--- src/rtl/mem_access_unit.sv ---
// MEM-stage data-memory access unit: byte-lane requests, load formatting,
// pipeline stall during the access and abort on a hung memory.
module mem_access_unit #(
  parameter int unsigned WAIT_LIMIT = 255
) (
  input  logic        clock,
  input  logic        reset,
  input  logic        mem_read,
  input  logic        mem_write,
  input  logic [1:0]  size,
  input  logic        sign_ext,
  input  logic [63:0] address,
  input  logic [63:0] store_data,
  input  logic        dmem_ready,
  input  logic [63:0] dmem_rdata,
  output logic        dmem_req,
  output logic        dmem_we,
  output logic [63:0] dmem_addr,
  output logic [63:0] dmem_wdata,
  output logic [7:0]  dmem_be,
  output logic [63:0] read_data_out,
  output logic        stall,
  output logic        align_fault,
  output logic        bus_error
);

  typedef enum logic [1:0] {IDLE, REQ, DONE} state_e;

  localparam int unsigned CW = $clog2(WAIT_LIMIT + 2);
  localparam logic [CW-1:0] LIM_M1 =
    CW'((WAIT_LIMIT == 0) ? 0 : WAIT_LIMIT - 1);

  state_e        state_q, state_d;
  logic          req_q, req_d;
  logic          we_q, we_d;
  logic [63:0]   addr_q, addr_d;
  logic [63:0]   wdata_q, wdata_d;
  logic [7:0]    be_q, be_d;
  logic [1:0]    size_q, size_d;
  logic          sext_q, sext_d;
  logic [2:0]    lane_q, lane_d;
  logic [CW-1:0] cnt_q, cnt_d;
  logic [63:0]   rdata_q, rdata_d;
  logic          berr_q, berr_d;

  logic          aligned;
  logic [7:0]    be_base;
  logic [63:0]   shifted;
  logic [63:0]   fmt;

  always_comb begin
    aligned = 1'b1;
    be_base = 8'h01;
    unique case (size)
      2'b00: begin aligned = 1'b1;            be_base = 8'h01; end
      2'b01: begin aligned = ~address[0];     be_base = 8'h03; end
      2'b10: begin aligned = ~|address[1:0];  be_base = 8'h0F; end
      default: begin aligned = ~|address[2:0]; be_base = 8'hFF; end
    endcase
  end

  // Load formatting uses the op attributes captured at request time.
  always_comb begin
    shifted = dmem_rdata >> {lane_q, 3'b000};
    fmt     = shifted;
    unique case (size_q)
      2'b00: fmt = sext_q ? {{56{shifted[7]}}, shifted[7:0]}
                          : {56'b0, shifted[7:0]};
      2'b01: fmt = sext_q ? {{48{shifted[15]}}, shifted[15:0]}
                          : {48'b0, shifted[15:0]};
      2'b10: fmt = sext_q ? {{32{shifted[31]}}, shifted[31:0]}
                          : {32'b0, shifted[31:0]};
      default: fmt = shifted;
    endcase
  end

  always_comb begin
    state_d     = state_q;
    req_d       = req_q;
    we_d        = we_q;
    addr_d      = addr_q;
    wdata_d     = wdata_q;
    be_d        = be_q;
    size_d      = size_q;
    sext_d      = sext_q;
    lane_d      = lane_q;
    cnt_d       = cnt_q;
    rdata_d     = rdata_q;
    berr_d      = 1'b0;
    stall       = 1'b0;
    align_fault = 1'b0;
    unique case (state_q)
      IDLE: begin
        if (mem_read | mem_write) begin
          if (aligned) begin
            stall   = 1'b1;
            req_d   = 1'b1;
            we_d    = ~mem_read;
            addr_d  = {address[63:3], 3'b000};
            wdata_d = mem_read ? 64'b0
                               : store_data << {address[2:0], 3'b000};
            be_d    = mem_read ? 8'h00 : be_base << address[2:0];
            size_d  = size;
            sext_d  = sign_ext;
            lane_d  = address[2:0];
            cnt_d   = '0;
            state_d = REQ;
          end else begin
            align_fault = 1'b1;
          end
        end
      end
      REQ: begin
        stall = 1'b1;
        if (dmem_ready) begin
          req_d   = 1'b0;
          we_d    = 1'b0;
          addr_d  = '0;
          wdata_d = '0;
          be_d    = '0;
          rdata_d = we_q ? 64'b0 : fmt;
          state_d = DONE;
        end else if ((WAIT_LIMIT != 0) && (cnt_q == LIM_M1)) begin
          req_d   = 1'b0;
          we_d    = 1'b0;
          addr_d  = '0;
          wdata_d = '0;
          be_d    = '0;
          berr_d  = 1'b1;
          state_d = IDLE;
        end else begin
          cnt_d = cnt_q + 1'b1;
        end
      end
      DONE: begin
        state_d = IDLE;
      end
      default: state_d = IDLE;
    endcase
  end

  always_ff @(posedge clock) begin
    if (reset) begin
      state_q <= IDLE;
      req_q   <= 1'b0;
      we_q    <= 1'b0;
      addr_q  <= '0;
      wdata_q <= '0;
      be_q    <= '0;
      size_q  <= '0;
      sext_q  <= 1'b0;
      lane_q  <= '0;
      cnt_q   <= '0;
      rdata_q <= '0;
      berr_q  <= 1'b0;
    end else begin
      state_q <= state_d;
      req_q   <= req_d;
      we_q    <= we_d;
      addr_q  <= addr_d;
      wdata_q <= wdata_d;
      be_q    <= be_d;
      size_q  <= size_d;
      sext_q  <= sext_d;
      lane_q  <= lane_d;
      cnt_q   <= cnt_d;
      rdata_q <= rdata_d;
      berr_q  <= berr_d;
    end
  end

  assign dmem_req      = req_q;
  assign dmem_we       = we_q;
  assign dmem_addr     = addr_q;
  assign dmem_wdata    = wdata_q;
  assign dmem_be       = be_q;
  assign bus_error     = berr_q;
  assign read_data_out = (state_q == DONE) ? rdata_q : 64'b0;

endmodule

--- config.mk ---
export PLATFORM = sky130hd
export DESIGN_NAME = mem_access_unit
export DESIGN_NICKNAME = d
export VERILOG_FILES = /design/src/rtl/mem_access_unit.sv
export SDC_FILE = /design/constraint.sdc
export NUM_CORES = 1
export LEC_CHECK = 0
export CAP_MARGIN = 25
export CORE_ASPECT_RATIO = 0.8
export CORE_MARGIN = 5
export CORE_UTILIZATION = 45
export DETAILED_ROUTE_END_ITERATION = 10
export GPL_ROUTABILITY_DRIVEN = 1
export HOLD_SLACK_MARGIN = 0.08
export PLACE_DENSITY = 0.88
export SYNTH_ARGS = -nofsm -noshare
export SYNTH_HDL_FRONTEND = slang
export SYNTH_SLANG_ARGS = --single-unit
--- constraint.sdc ---
create_clock -name clock -period 2.1 [get_ports clock]
set_clock_uncertainty 0.05 [all_clocks]
set_input_delay 0.315 -clock clock [delete_from_list [all_inputs] [get_ports clock]]
set_output_delay 0.315 -clock clock [all_outputs]
set_load 0.02 [all_outputs]
==> key figures <==
Placement
  • Post-detail-place hpwl: 33.4 mm
  • Dpl ws: -0.471 ns
  • Port Buffers: 401
  • Final GP Congestion: 0.995
  • Dpl cell area: 16100 um^2

Global routing
  • GR Util All Layers: 0.319
  • First-pass GRT wire length: 69.5 mm
  • GR Overflow Total: 0
  • Initial antenna violation count: 6
  • Vias in the first global route: 11800
  • Largest net degree at the start of global routing: 93

STA
  • Final hold vios: 0
  • Fin crit share: 1.03
  • Setup slack after layout: -0.0655 ns
  • Worst slew pin tran: 1.01 ns
  • Setup_tns: -2.15 ns
  • Slew Limit Fails: 0
  • Maximum clock frequency: 462 MHz
  • Slew Limit Headroom: 0.327
  • Final setup vio count: 75
  • Tmin final: 2.17 ns
  • RSZ-0062 raised after global routing: true

Setup path
  • CP Class: reg -> out
  • Reg2reg end: rdata_q[32]$_SDFFE_PP0P_
  • FF-to-FF Start: lane_q[0]$_SDFFE_PP0P_
  • CP Capture Type: output pin
  • R2r setup slk: -0.04 ns
  • Reg2Reg Depth: 7
  • Setup crit start kind: register
  • Req. time, crit path: 1.74 ns
  • CP max FO: 8
  • WP data arrival: 1.80 ns

Die
  • I/O pin count: 405
  • Core area: 24200 um^2
  • Die area: 27800 um^2
  • Cell Rows: 51
  • Die H: 150 um
  • Initial Util: 0.456
  • Die width: 185 um

Layout
  • Design area: 18000 um^2
  • Utilization after layout: 0.744
  • Synth-to-layout area growth: 63.1%
  • Layout cells sized above 1: 0.258
  • NumNets Final: 1911

Synth
  • Most common cell in the synthesized netlist: dfxtp_1
  • Commonest cells in the netlist: dfxtp_1, nand2_1, a22o_1
  • Top post-synthesis cells by area: dfxtp_1, a22o_1, mux2i_1
  • Cell Area, Synth: 11100 um^2
  • Async S/R FF share, synth: 0
  • Largest area contributor in the netlist: dfxtp_1
  • Top FF cell, synth: dfxtp_1
  • Synthesis Warnings: 0
  • #FFs+latches synth: 217
  • EDFF count, synth: 0
  • Avg Inst Size Synth: 9.02 um^2
  • Syn Inst Count: 1226
  • Synth unique cells: 62
  • Register area share after synthesis: 0.393
  • Yosys top cell area share: 0.393

Status
  • Outcome: complete, but fails checks
  • Failing checks: negative setup slack

Drt
  • # DRC: 0
  • Wire per inst: 23.7 um
  • Iter 0 DRT Violations: 1395
  • Total length of routed wires: 48.7 mm
  • Final ANT Viol Nets: 0
  • Vias/cell: 5.97
  • DR pass1 iterations: 6
  • Routed vias: 12200

Clocking
  • Num CTS Buffers: 23
  • Sinks on Clock Net: 217
  • Root buffer cell: clkbuf_16
  • Reg clk slew, reported paths: 0.06 ns
  • CTS H-tree lvls: 1
  • Clock Tree Buf Depth: 3
  • Clk Latency, worst-skew pair: 0.52 ns
  • CTS tree: built

Power and ir drop
  • Max IR drop VDD: 634 uV
  • PwrDens: 646 nW/um^2
  • Leak: 7.25 nW

Hold path
  • Worst Hold Path EP: lane_q[0]$_SDFFE_PP0P_
  • Hold Path Cell Cnt: 4
  • Worst hold path type: in -> reg
  • Hold Path Origin: address[0]

Run
  • MaxCap Viol Count: 0
power by group:
group	internal (mW)	leakage (nW)	switching (mW)
combinational	1.37	5.07	1.46
clock	2.71	0.408	1.74
sequential	4.27	1.76	0.116
total	8.35	7.25	3.32
logic make-up (layout without fill, tap and decap cells):
group | count (synthesis) | after routing | share of synthesized area
AND/OR/NAND/NOR | 349 | 349 | 0.154
multiplexers | 133 | 133 | 0.143
other | 1 | 9 | 0.000339
XOR/XNOR | 4 | 4 | 0.00317
buffers and inverters | 123 | 620 | 0.0517
flip-flops | 217 | 217 | 0.393
adder cells (fa/ha/maj) | 2 | 2 | 0.00226
AO/OA/AOI/OAI | 397 | 397 | 0.253
sequential cells by signal, summed over array words and instances (netlist names):
register	count
dmem_we	1
state_q	2
lane_q	3
sext_q	1
rdata_q	64
size_q	2
dmem_be	8
cnt_q	9
dmem_wdata	64
bus_error	1
dmem_req	1
dmem_addr	61
critical path, cell delays in order, from the launching register on:
cell and delay, ns:
dfxtp_4 0.35, buf_6 0.13, nor2_4 0.10, buf_12 0.14, buf_8 0.13, clkbuf_16 0.17, and2_4 0.16, buf_6 0.11
metal layers:
layer  up-vias  global-route usage  part of all wire
met5         -                   0           0.00027
met4         2               0.124             0.044
met3       154              0.0988              0.11
met2       744               0.491              0.44
met1      5843               0.421              0.40
li1       5491                   -                 -
final cells by class:
cell class	instances	area, um^2
Tap cell	318	398
Multi-Input combinational cell	888	6600
Timing Repair Buffer	571	5810
Antenna cell	6	15.0
Fill cell	1722	6200
Clock inverter	14	216
Sequential cell	217	4360
Clock buffer	27	611
Inverter	8	30.0
stage by stage:
stage	power, mW	std cells	hold WS [ns]
6_report	11.7	2049	0.322
5_1_grt	12.1	2048	0.317
4_1_cts	11.5	2021	0.309
3_5_place_dp	6.95	1961	0.385
3_3_place_gp	6.91	1961	0.376
2_1_floorplan	5.68	1228	0.367
worst max-delay path by stage:
stage | cells past startpoint | end | startpoint
after floorplan | 4 | stall | size[0]
after global routing | 7 | read_data_out[42] | state_q[0]$_SDFFE_PP0P_
after detailed placement | 5 | stall | size[0]
after CTS | 7 | read_data_out[1] | state_q[0]$_SDFFE_PP0P_
after global placement | 5 | stall | size[0]
final | 7 | read_data_out[52] | state_q[0]$_SDFFE_PP0P_
timing repair:
action                                  in CTS  in global routing
setup buffers                               10                 16
pin swaps                                   12                 52
hold buffers                                 0                  0
gates resized for setup                    438                100
cloned                                       9                  6
endpoints found under the setup margin     229                249
cell usage in the layout (no fill, tap or decap), drive strengths merged, types with 17 or more instances in the layout:
master | synthesis | routed
buf | 57 | 233
nor2 | 66 | 66
a221oi | 19 | 19
mux2i | 86 | 86
dfxtp | 217 | 217
o31ai | 25 | 25
and2 | 70 | 70
clkbuf | 58 | 32
mux4 | 17 | 17
o21ai | 90 | 90
a211oi | 27 | 27
a21oi | 67 | 67
clkdlybuf4s50 | 0 | 331
mux2 | 30 | 30
nand2 | 141 | 141
a22o | 104 | 104
No activity file was read; power rests on OpenSTA's default activity.
